==> config.mk <==
export PLATFORM = sky130hd
export DESIGN_NAME = fu_wb_arbiter_flat
export DESIGN_NICKNAME = d
export VERILOG_FILES = /design/src/rtl/fu_wb_arbiter_if.sv /design/src/rtl/fu_wb_arbiter.sv /design/src/flat_wrapper.sv
export SDC_FILE = /design/constraint.sdc
export NUM_CORES = 2
export LEC_CHECK = 0
export BUFFER_PORTS_ARGS = -buffer_cell sky130_fd_sc_hd__buf_2
export CORE_MARGIN = 10
export CORE_UTILIZATION = 30
export CTS_BUF_LIST = sky130_fd_sc_hd__clkbuf_2 sky130_fd_sc_hd__clkbuf_4 sky130_fd_sc_hd__clkbuf_8
export DETAILED_ROUTE_END_ITERATION = 8
export SLEW_MARGIN = 20
export SYNTH_ARGS = -nofsm -noshare
export SYNTH_HDL_FRONTEND = slang
export SYNTH_SLANG_ARGS = --single-unit
==> constraint.sdc <==
create_clock -name clk_i -period 17.95 [get_ports clk_i]
set_clock_uncertainty 0.05 [all_clocks]
set_input_delay 5.385 -clock clk_i [delete_from_list [all_inputs] [get_ports clk_i]]
set_output_delay 5.385 -clock clk_i [all_outputs]
set_load 0.05 [all_outputs]
==> src/rtl/fu_wb_arbiter_if.sv <==
// Bundle between the execute-stage FUs / scoreboard (master) and the write-back arbiter (slave).
// Channel i occupies bits [i*W +: W] of every packed multi-channel field.
interface fu_wb_arbiter_if #(
    parameter int NR_FU       = 4,
    parameter int NR_WB_PORTS = 2,
    parameter int DATA_W      = 64,
    parameter int TRANS_ID_W  = 3
);
    logic                              flush;
    logic [NR_FU-1:0]                  fu_valid;
    logic [NR_FU-1:0]                  fu_ready;
    logic [NR_FU*DATA_W-1:0]           fu_data;
    logic [NR_FU*TRANS_ID_W-1:0]       fu_trans_id;
    logic [NR_FU-1:0]                  fu_ex_valid;
    logic [NR_FU*DATA_W-1:0]           fu_ex_cause;
    logic [NR_WB_PORTS-1:0]            wb_valid;
    logic [NR_WB_PORTS*DATA_W-1:0]     wb_data;
    logic [NR_WB_PORTS*TRANS_ID_W-1:0] wb_trans_id;
    logic [NR_WB_PORTS-1:0]            wb_ex_valid;
    logic [NR_WB_PORTS*DATA_W-1:0]     wb_ex_cause;
    logic                              busy;

    modport master (
        output flush, fu_valid, fu_data, fu_trans_id, fu_ex_valid, fu_ex_cause,
        input  fu_ready, wb_valid, wb_data, wb_trans_id, wb_ex_valid, wb_ex_cause, busy
    );

    modport slave (
        input  flush, fu_valid, fu_data, fu_trans_id, fu_ex_valid, fu_ex_cause,
        output fu_ready, wb_valid, wb_data, wb_trans_id, wb_ex_valid, wb_ex_cause, busy
    );
endinterface

==> src/rtl/fu_wb_arbiter.sv <==
// Write-back arbiter: one small FIFO per functional unit, round-robin drain of up to
// NR_WB_PORTS FIFO heads per cycle onto the scoreboard write ports.
module fu_wb_arbiter #(
    parameter int NR_FU       = 4,
    parameter int NR_WB_PORTS = 2,
    parameter int DATA_W      = 64,
    parameter int TRANS_ID_W  = 3,
    parameter int FIFO_DEPTH  = 2
) (
    input  logic             clk_i,
    input  logic             rst_i,
    fu_wb_arbiter_if.slave   bus
);
    localparam int RR_W  = (NR_FU > 1) ? $clog2(NR_FU) : 1;
    localparam int CNT_W = $clog2(FIFO_DEPTH + 1);
    localparam int PTR_W = (FIFO_DEPTH > 1) ? $clog2(FIFO_DEPTH) : 1;

    typedef struct packed {
        logic [DATA_W-1:0]     data;
        logic [TRANS_ID_W-1:0] trans_id;
        logic                  ex_valid;
        logic [DATA_W-1:0]     ex_cause;
    } entry_t;

    entry_t            mem [NR_FU][FIFO_DEPTH];
    entry_t            fu_entry [NR_FU];
    entry_t            head [NR_FU];
    logic [CNT_W-1:0]  count_reg [NR_FU];
    logic [PTR_W-1:0]  wr_ptr_reg [NR_FU];
    logic [PTR_W-1:0]  rd_ptr_reg [NR_FU];
    logic [RR_W-1:0]   rr_ptr_reg;
    logic [RR_W-1:0]   rr_ptr_next;
    logic [NR_FU-1:0]  ready;
    logic [NR_FU-1:0]  nonempty;
    logic [NR_FU-1:0]  push;
    logic [NR_FU-1:0]  pop;
    logic              any_grant;
    logic [NR_WB_PORTS-1:0] lane_valid;
    logic [RR_W-1:0]   lane_ch [NR_WB_PORTS];

    function automatic logic [PTR_W-1:0] ptr_inc(input logic [PTR_W-1:0] p);
        return (p == PTR_W'(FIFO_DEPTH - 1)) ? '0 : p + 1'b1;
    endfunction

    genvar gi;
    generate
        for (gi = 0; gi < NR_FU; gi++) begin : g_ch
            // Ready looks only at the registered count, never at this cycle's pop.
            assign ready[gi]    = (count_reg[gi] != CNT_W'(FIFO_DEPTH));
            assign nonempty[gi] = (count_reg[gi] != '0);
            assign push[gi]     = bus.fu_valid[gi] & ready[gi] & ~bus.flush;
            assign fu_entry[gi] = '{data:     bus.fu_data[gi*DATA_W +: DATA_W],
                                    trans_id: bus.fu_trans_id[gi*TRANS_ID_W +: TRANS_ID_W],
                                    ex_valid: bus.fu_ex_valid[gi],
                                    ex_cause: bus.fu_ex_cause[gi*DATA_W +: DATA_W]};
            assign head[gi]     = mem[gi][rd_ptr_reg[gi]];
        end
    endgenerate

    // Walk channels starting at rr_ptr, handing non-empty ones to lanes in order.
    always_comb begin
        int ch;
        int n_grant;
        pop         = '0;
        lane_valid  = '0;
        any_grant   = 1'b0;
        rr_ptr_next = rr_ptr_reg;
        n_grant     = 0;
        for (int l = 0; l < NR_WB_PORTS; l++) begin
            lane_ch[l] = '0;
        end
        for (int k = 0; k < NR_FU; k++) begin
            ch = int'(rr_ptr_reg) + k;
            if (ch >= NR_FU) begin
                ch = ch - NR_FU;
            end
            if (!bus.flush && nonempty[RR_W'(ch)] && n_grant < NR_WB_PORTS) begin
                pop[RR_W'(ch)] = 1'b1;
                for (int l = 0; l < NR_WB_PORTS; l++) begin
                    if (l == n_grant) begin
                        lane_valid[l] = 1'b1;
                        lane_ch[l]    = RR_W'(ch);
                    end
                end
                any_grant   = 1'b1;
                rr_ptr_next = (ch == NR_FU - 1) ? '0 : RR_W'(ch + 1);
                n_grant     = n_grant + 1;
            end
        end
    end

    always_comb begin
        entry_t e;
        bus.wb_valid    = lane_valid;
        bus.wb_data     = '0;
        bus.wb_trans_id = '0;
        bus.wb_ex_valid = '0;
        bus.wb_ex_cause = '0;
        for (int l = 0; l < NR_WB_PORTS; l++) begin
            e = head[lane_ch[l]];
            if (lane_valid[l]) begin
                bus.wb_data[l*DATA_W +: DATA_W]             = e.data;
                bus.wb_trans_id[l*TRANS_ID_W +: TRANS_ID_W] = e.trans_id;
                bus.wb_ex_valid[l]                          = e.ex_valid;
                bus.wb_ex_cause[l*DATA_W +: DATA_W]         = e.ex_cause;
            end
        end
    end

    assign bus.fu_ready = ready;
    assign bus.busy     = |nonempty;

    always_ff @(posedge clk_i or posedge rst_i) begin
        if (rst_i) begin
            for (int i = 0; i < NR_FU; i++) begin
                count_reg[i]  <= '0;
                wr_ptr_reg[i] <= '0;
                rd_ptr_reg[i] <= '0;
            end
            rr_ptr_reg <= '0;
        end else begin
            for (int i = 0; i < NR_FU; i++) begin
                if (bus.flush) begin
                    count_reg[i]  <= '0;
                    wr_ptr_reg[i] <= '0;
                    rd_ptr_reg[i] <= '0;
                end else begin
                    if (push[i]) wr_ptr_reg[i] <= ptr_inc(wr_ptr_reg[i]);
                    if (pop[i])  rd_ptr_reg[i] <= ptr_inc(rd_ptr_reg[i]);
                    count_reg[i] <= count_reg[i] + CNT_W'(push[i]) - CNT_W'(pop[i]);
                end
            end
            if (any_grant) rr_ptr_reg <= rr_ptr_next;
        end
    end

    // Payload storage needs no reset: count gates every read.
    always_ff @(posedge clk_i) begin
        for (int i = 0; i < NR_FU; i++) begin
            if (push[i]) mem[i][wr_ptr_reg[i]] <= fu_entry[i];
        end
    end

    a_no_drop: assert property (@(posedge clk_i) disable iff (rst_i)
                                (bus.fu_valid & ~ready) == '0);
endmodule

==> src/flat_wrapper.sv <==
// flat-port wrapper written by rule: the top's interface ports become plain ports
module fu_wb_arbiter_flat 
#(
    parameter int NR_FU       = 4,
    parameter int NR_WB_PORTS = 2,
    parameter int DATA_W      = 64,
    parameter int TRANS_ID_W  = 3,
    parameter int FIFO_DEPTH  = 2
)
  (clk_i, rst_i, bus_flush, bus_fu_valid, bus_fu_data, bus_fu_trans_id, bus_fu_ex_valid, bus_fu_ex_cause, bus_fu_ready, bus_wb_valid, bus_wb_data, bus_wb_trans_id, bus_wb_ex_valid, bus_wb_ex_cause, bus_busy);
  fu_wb_arbiter_if #(.NR_FU(NR_FU), .NR_WB_PORTS(NR_WB_PORTS), .DATA_W(DATA_W), .TRANS_ID_W(TRANS_ID_W)) bus_i ();
  input  logic clk_i;
  input  logic rst_i;
  input wire logic [$bits(bus_i.flush)-1:0] bus_flush;
  input wire logic [$bits(bus_i.fu_valid)-1:0] bus_fu_valid;
  input wire logic [$bits(bus_i.fu_data)-1:0] bus_fu_data;
  input wire logic [$bits(bus_i.fu_trans_id)-1:0] bus_fu_trans_id;
  input wire logic [$bits(bus_i.fu_ex_valid)-1:0] bus_fu_ex_valid;
  input wire logic [$bits(bus_i.fu_ex_cause)-1:0] bus_fu_ex_cause;
  output wire logic [$bits(bus_i.fu_ready)-1:0] bus_fu_ready;
  output wire logic [$bits(bus_i.wb_valid)-1:0] bus_wb_valid;
  output wire logic [$bits(bus_i.wb_data)-1:0] bus_wb_data;
  output wire logic [$bits(bus_i.wb_trans_id)-1:0] bus_wb_trans_id;
  output wire logic [$bits(bus_i.wb_ex_valid)-1:0] bus_wb_ex_valid;
  output wire logic [$bits(bus_i.wb_ex_cause)-1:0] bus_wb_ex_cause;
  output wire logic [$bits(bus_i.busy)-1:0] bus_busy;
  assign bus_i.flush = bus_flush;
  assign bus_i.fu_valid = bus_fu_valid;
  assign bus_i.fu_data = bus_fu_data;
  assign bus_i.fu_trans_id = bus_fu_trans_id;
  assign bus_i.fu_ex_valid = bus_fu_ex_valid;
  assign bus_i.fu_ex_cause = bus_fu_ex_cause;
  assign bus_fu_ready = bus_i.fu_ready;
  assign bus_wb_valid = bus_i.wb_valid;
  assign bus_wb_data = bus_i.wb_data;
  assign bus_wb_trans_id = bus_i.wb_trans_id;
  assign bus_wb_ex_valid = bus_i.wb_ex_valid;
  assign bus_wb_ex_cause = bus_i.wb_ex_cause;
  assign bus_busy = bus_i.busy;
  fu_wb_arbiter #(.NR_FU(NR_FU), .NR_WB_PORTS(NR_WB_PORTS), .DATA_W(DATA_W), .TRANS_ID_W(TRANS_ID_W), .FIFO_DEPTH(FIFO_DEPTH)) u_core (.clk_i(clk_i), .rst_i(rst_i), .bus(bus_i));
endmodule
==> metrics <==
Post-synth EDFFs 1,056; footprint of the multi-input gates 19,700 um^2; CP Capture Type output pin; Gate Count Post-Synth 4,184; crit path to bus_wb_data[20]; Final nets 5,459; Root Driver clkbuf_8; Total Routing Usage GR 0.210; worst hold path class reg2reg; Hold Slack 0.547 ns; DR vias/cell 5.49; Reg-to-Reg Start u_core.rr_ptr_reg[1]; Slew @ Worst Pin 1.40 ns; cell with the most instances after synthesis edfxtp_1; WP data required 12.52 ns; Post-Place Setup Slack 1.52 ns; Seq/Total Area, Yosys 0.590; Clk pin slew, worst setup/hold paths 0.05 ns; Seq cells post-synth 1,074; critical path's largest stage delay 0.63 ns; # Max-Cap Violations 0; delay-heaviest family, CP simple AND/OR/NAND/NOR gates; Final Hold Violating Endpoints 0; Final setup viols 0; final worst path period need 16.27 ns; maximum clock insertion buffer count 3; Worst R2R Path Depth 19; Buf/Inv on CP 5; worst setup path start bus_flush; Slew HR 0.0686; Tcrit/Tclk final 0.907; Post-synth top cells edfxtp_1 (1,056), mux2i_1 (398), mux2_2 (394); vias 41,300; RSZ-0062 raised after global routing false; H-tree levels 4; setup TNS 0 ns; fillers 17,700; CP max FO 69; WL final 220,000 um; critical path class in2out; CTS tree done; f_max 61.4 MHz; wire per inst 29.2 um; run status finished clean; antenna-violating nets left 0; Post-synth top flop edfxtp_1; startpoint types input port; cts repair resizes 0; share of cells above drive strength 1 0.329; Yosys top cell area share 0.582; Post-route DRC 0; router iterations before antenna repair 6; die area 199,000 um^2; Mean Syn Cell Area 13.0 um^2; critical path cell sequence buf_2 -> or3_1 -> nor2_1 -> ha_1 -> nor3_1 -> buf_4 -> fa_1 -> or3_1 -> a211oi_1 -> nand2_1 -> and3_1 -> inv_2 -> o21a_2 -> nand2_8 -> buf_4 -> o32ai_1 -> buf_2; critical path's slowest cell o32ai_1; drt initial violations 4,382; synth unique cells 71; initial antenna violation count 149; # clock sinks 1,074; Row Count 156; gpl congestion 0.859; Hold Buf Count CTS 0; Num CTS Buffers 195; Mapped Area 54,500 um^2; reg-to-reg setup timing slack 11.62 ns; Post CTS Setup Buffer Count 0; r2r endpoint u_core.count_reg[1]; Die H 446 um; vias in the first global route 40,600; Slew Viols, Final 0; critical path arrival 10.84 ns; Synthesized Nets 4,741; Final Core Density 0.359; PortBufs 805; Final Worst Setup Slack 1.68 ns; Seq. cell area 32,200 um^2; top cells by area, synth edfxtp_1 (58%), mux2_2 (8.1%), mux2i_1 (7.3%), a211oi_1 (3.6%), or3_1 (3.0%); HPWL Detailed 143,000 um; Area growth, synth to finish 19.0%; clk_lat worst skew 0.97 ns; cell depth of the worst setup path 17; Yosys warnings 0; max reg flops 1,056; asr flop ratio synth 0.0168; Overflow after GRT 0; # IOs 806; post-synth top area cell edfxtp_1; first-pass GRT wire length 304,000 um; Die Wd 446 um; core area 181,000 um^2; starting density of the core 0.301; largest net degree at the start of global routing 223
cells by family (layout without fill, tap and decap cells):
family / Yosys count / after routing / synth area share
flops: 1074 / 1074 / 0.590
compound gates: 984 / 984 / 0.129
mux: 795 / 795 / 0.156
simple gates: 660 / 660 / 0.0667
buf+inv: 635 / 1514 / 0.0503
fa+ha+maj: 22 / 22 / 0.00519
xor+xnor: 14 / 14 / 0.00225
other cells: 0 / 93 / 0
routing by layer:
metal / wire length, um / vias to the layer above / track usage
met1: 84500 / 20500 / 0.257
li1: - / 17800 / -
met3: 15800 / 639 / 0.0407
met5: 201 / - / 0
met4: 14700 / 28 / 0.144
met2: 104000 / 2351 / 0.334
worst register-to-register path: stages (launching register included):
cell      delay, ns
dfrtp_1        0.63
inv_1          0.29
ha_1           0.80
inv_1          0.33
o21a_1         0.27
nor2_1         0.47
ha_1           0.31
nor3_1         0.07
buf_4          0.20
fa_1           0.41
a311oi_2       0.41
and3b_1        0.45
a22oi_1        0.14
o21ai_0        0.48
ha_1           0.33
inv_1          0.05
ha_1           0.15
xor2_1         0.19
xnor2_1        0.14
nor2_1         0.05
through the flow:
stage          std cells  area (um^2)
2_1_floorplan       4184        54500
3_3_place_gp        7072        60700
3_5_place_dp        7072        60700
4_1_cts             7430        64500
5_1_grt             7519        64800
6_report            7526        64800
cell usage in the layout (no fill, tap or decap), types with 4 or more instances in the layout:
cell        Yosys  layout
xnor2_1         6       6
buf_12          0      17
o32ai_2        43      43
a211oi_1      263     262
buf_2          69     805
clkbuf_8        0     197
o21ai_0        18      18
a21oi_1       261     260
xor2_1          8       8
clkinv_2        0      32
dfrtp_4         0       5
diode_2         0      93
and2_4          0       5
mux2_2        394     393
clkinv_1        0      52
a22oi_1       138     138
dfrtp_1        18      13
ha_1           21      21
a31oi_1         4       4
and2_1        144     139
o22ai_1       135     134
nand2b_1        5       5
nand3_1        23      22
o32ai_1        89      89
nor3_2          1       4
nand2_1        24      24
a21boi_0        4       4
clkbuf_4        0      57
bufinv_16       0       5
nor2_1        168     168
nor2b_1         4       4
nor3_1         13       9
mux2i_1       398     398
clkinvlp_4      0      10
inv_1         270     270
o221ai_1        4       4
edfxtp_1     1056    1056
buf_4          14      58
or3_1         258     258
how the worst min path moves through the flow:
stage | start | to | slack (ns) | cells past startpoint
3_5_place_dp | u_core.wr_ptr_reg[0] | u_core.wr_ptr_reg[0] | 0.52 | 2
3_3_place_gp | u_core.wr_ptr_reg[2] | u_core.wr_ptr_reg[2] | 0.52 | 2
6_report | u_core.wr_ptr_reg[2] | u_core.wr_ptr_reg[2] | 0.55 | 2
4_1_cts | u_core.wr_ptr_reg[0] | u_core.wr_ptr_reg[0] | 0.54 | 2
2_1_floorplan | u_core.wr_ptr_reg[0] | u_core.wr_ptr_reg[0] | 0.47 | 2
5_1_grt | u_core.wr_ptr_reg[3] | u_core.wr_ptr_reg[3] | 0.58 | 2
cell type report:
cell class / instances / area share
sequential: 1074 / 0.497
clock buffer: 254 / 0.0484
tap: 2370 / 0.0458
inverter: 272 / 0.0159
clock inverter: 104 / 0.00983
timing repair buffer: 884 / 0.0756
antenna: 93 / 0.00359
multi-input combinational: 2475 / 0.304
Power is left out: the tool's default activity adds up to more than one toggle a clock period on the data nets, which glitch-free logic cannot reach.
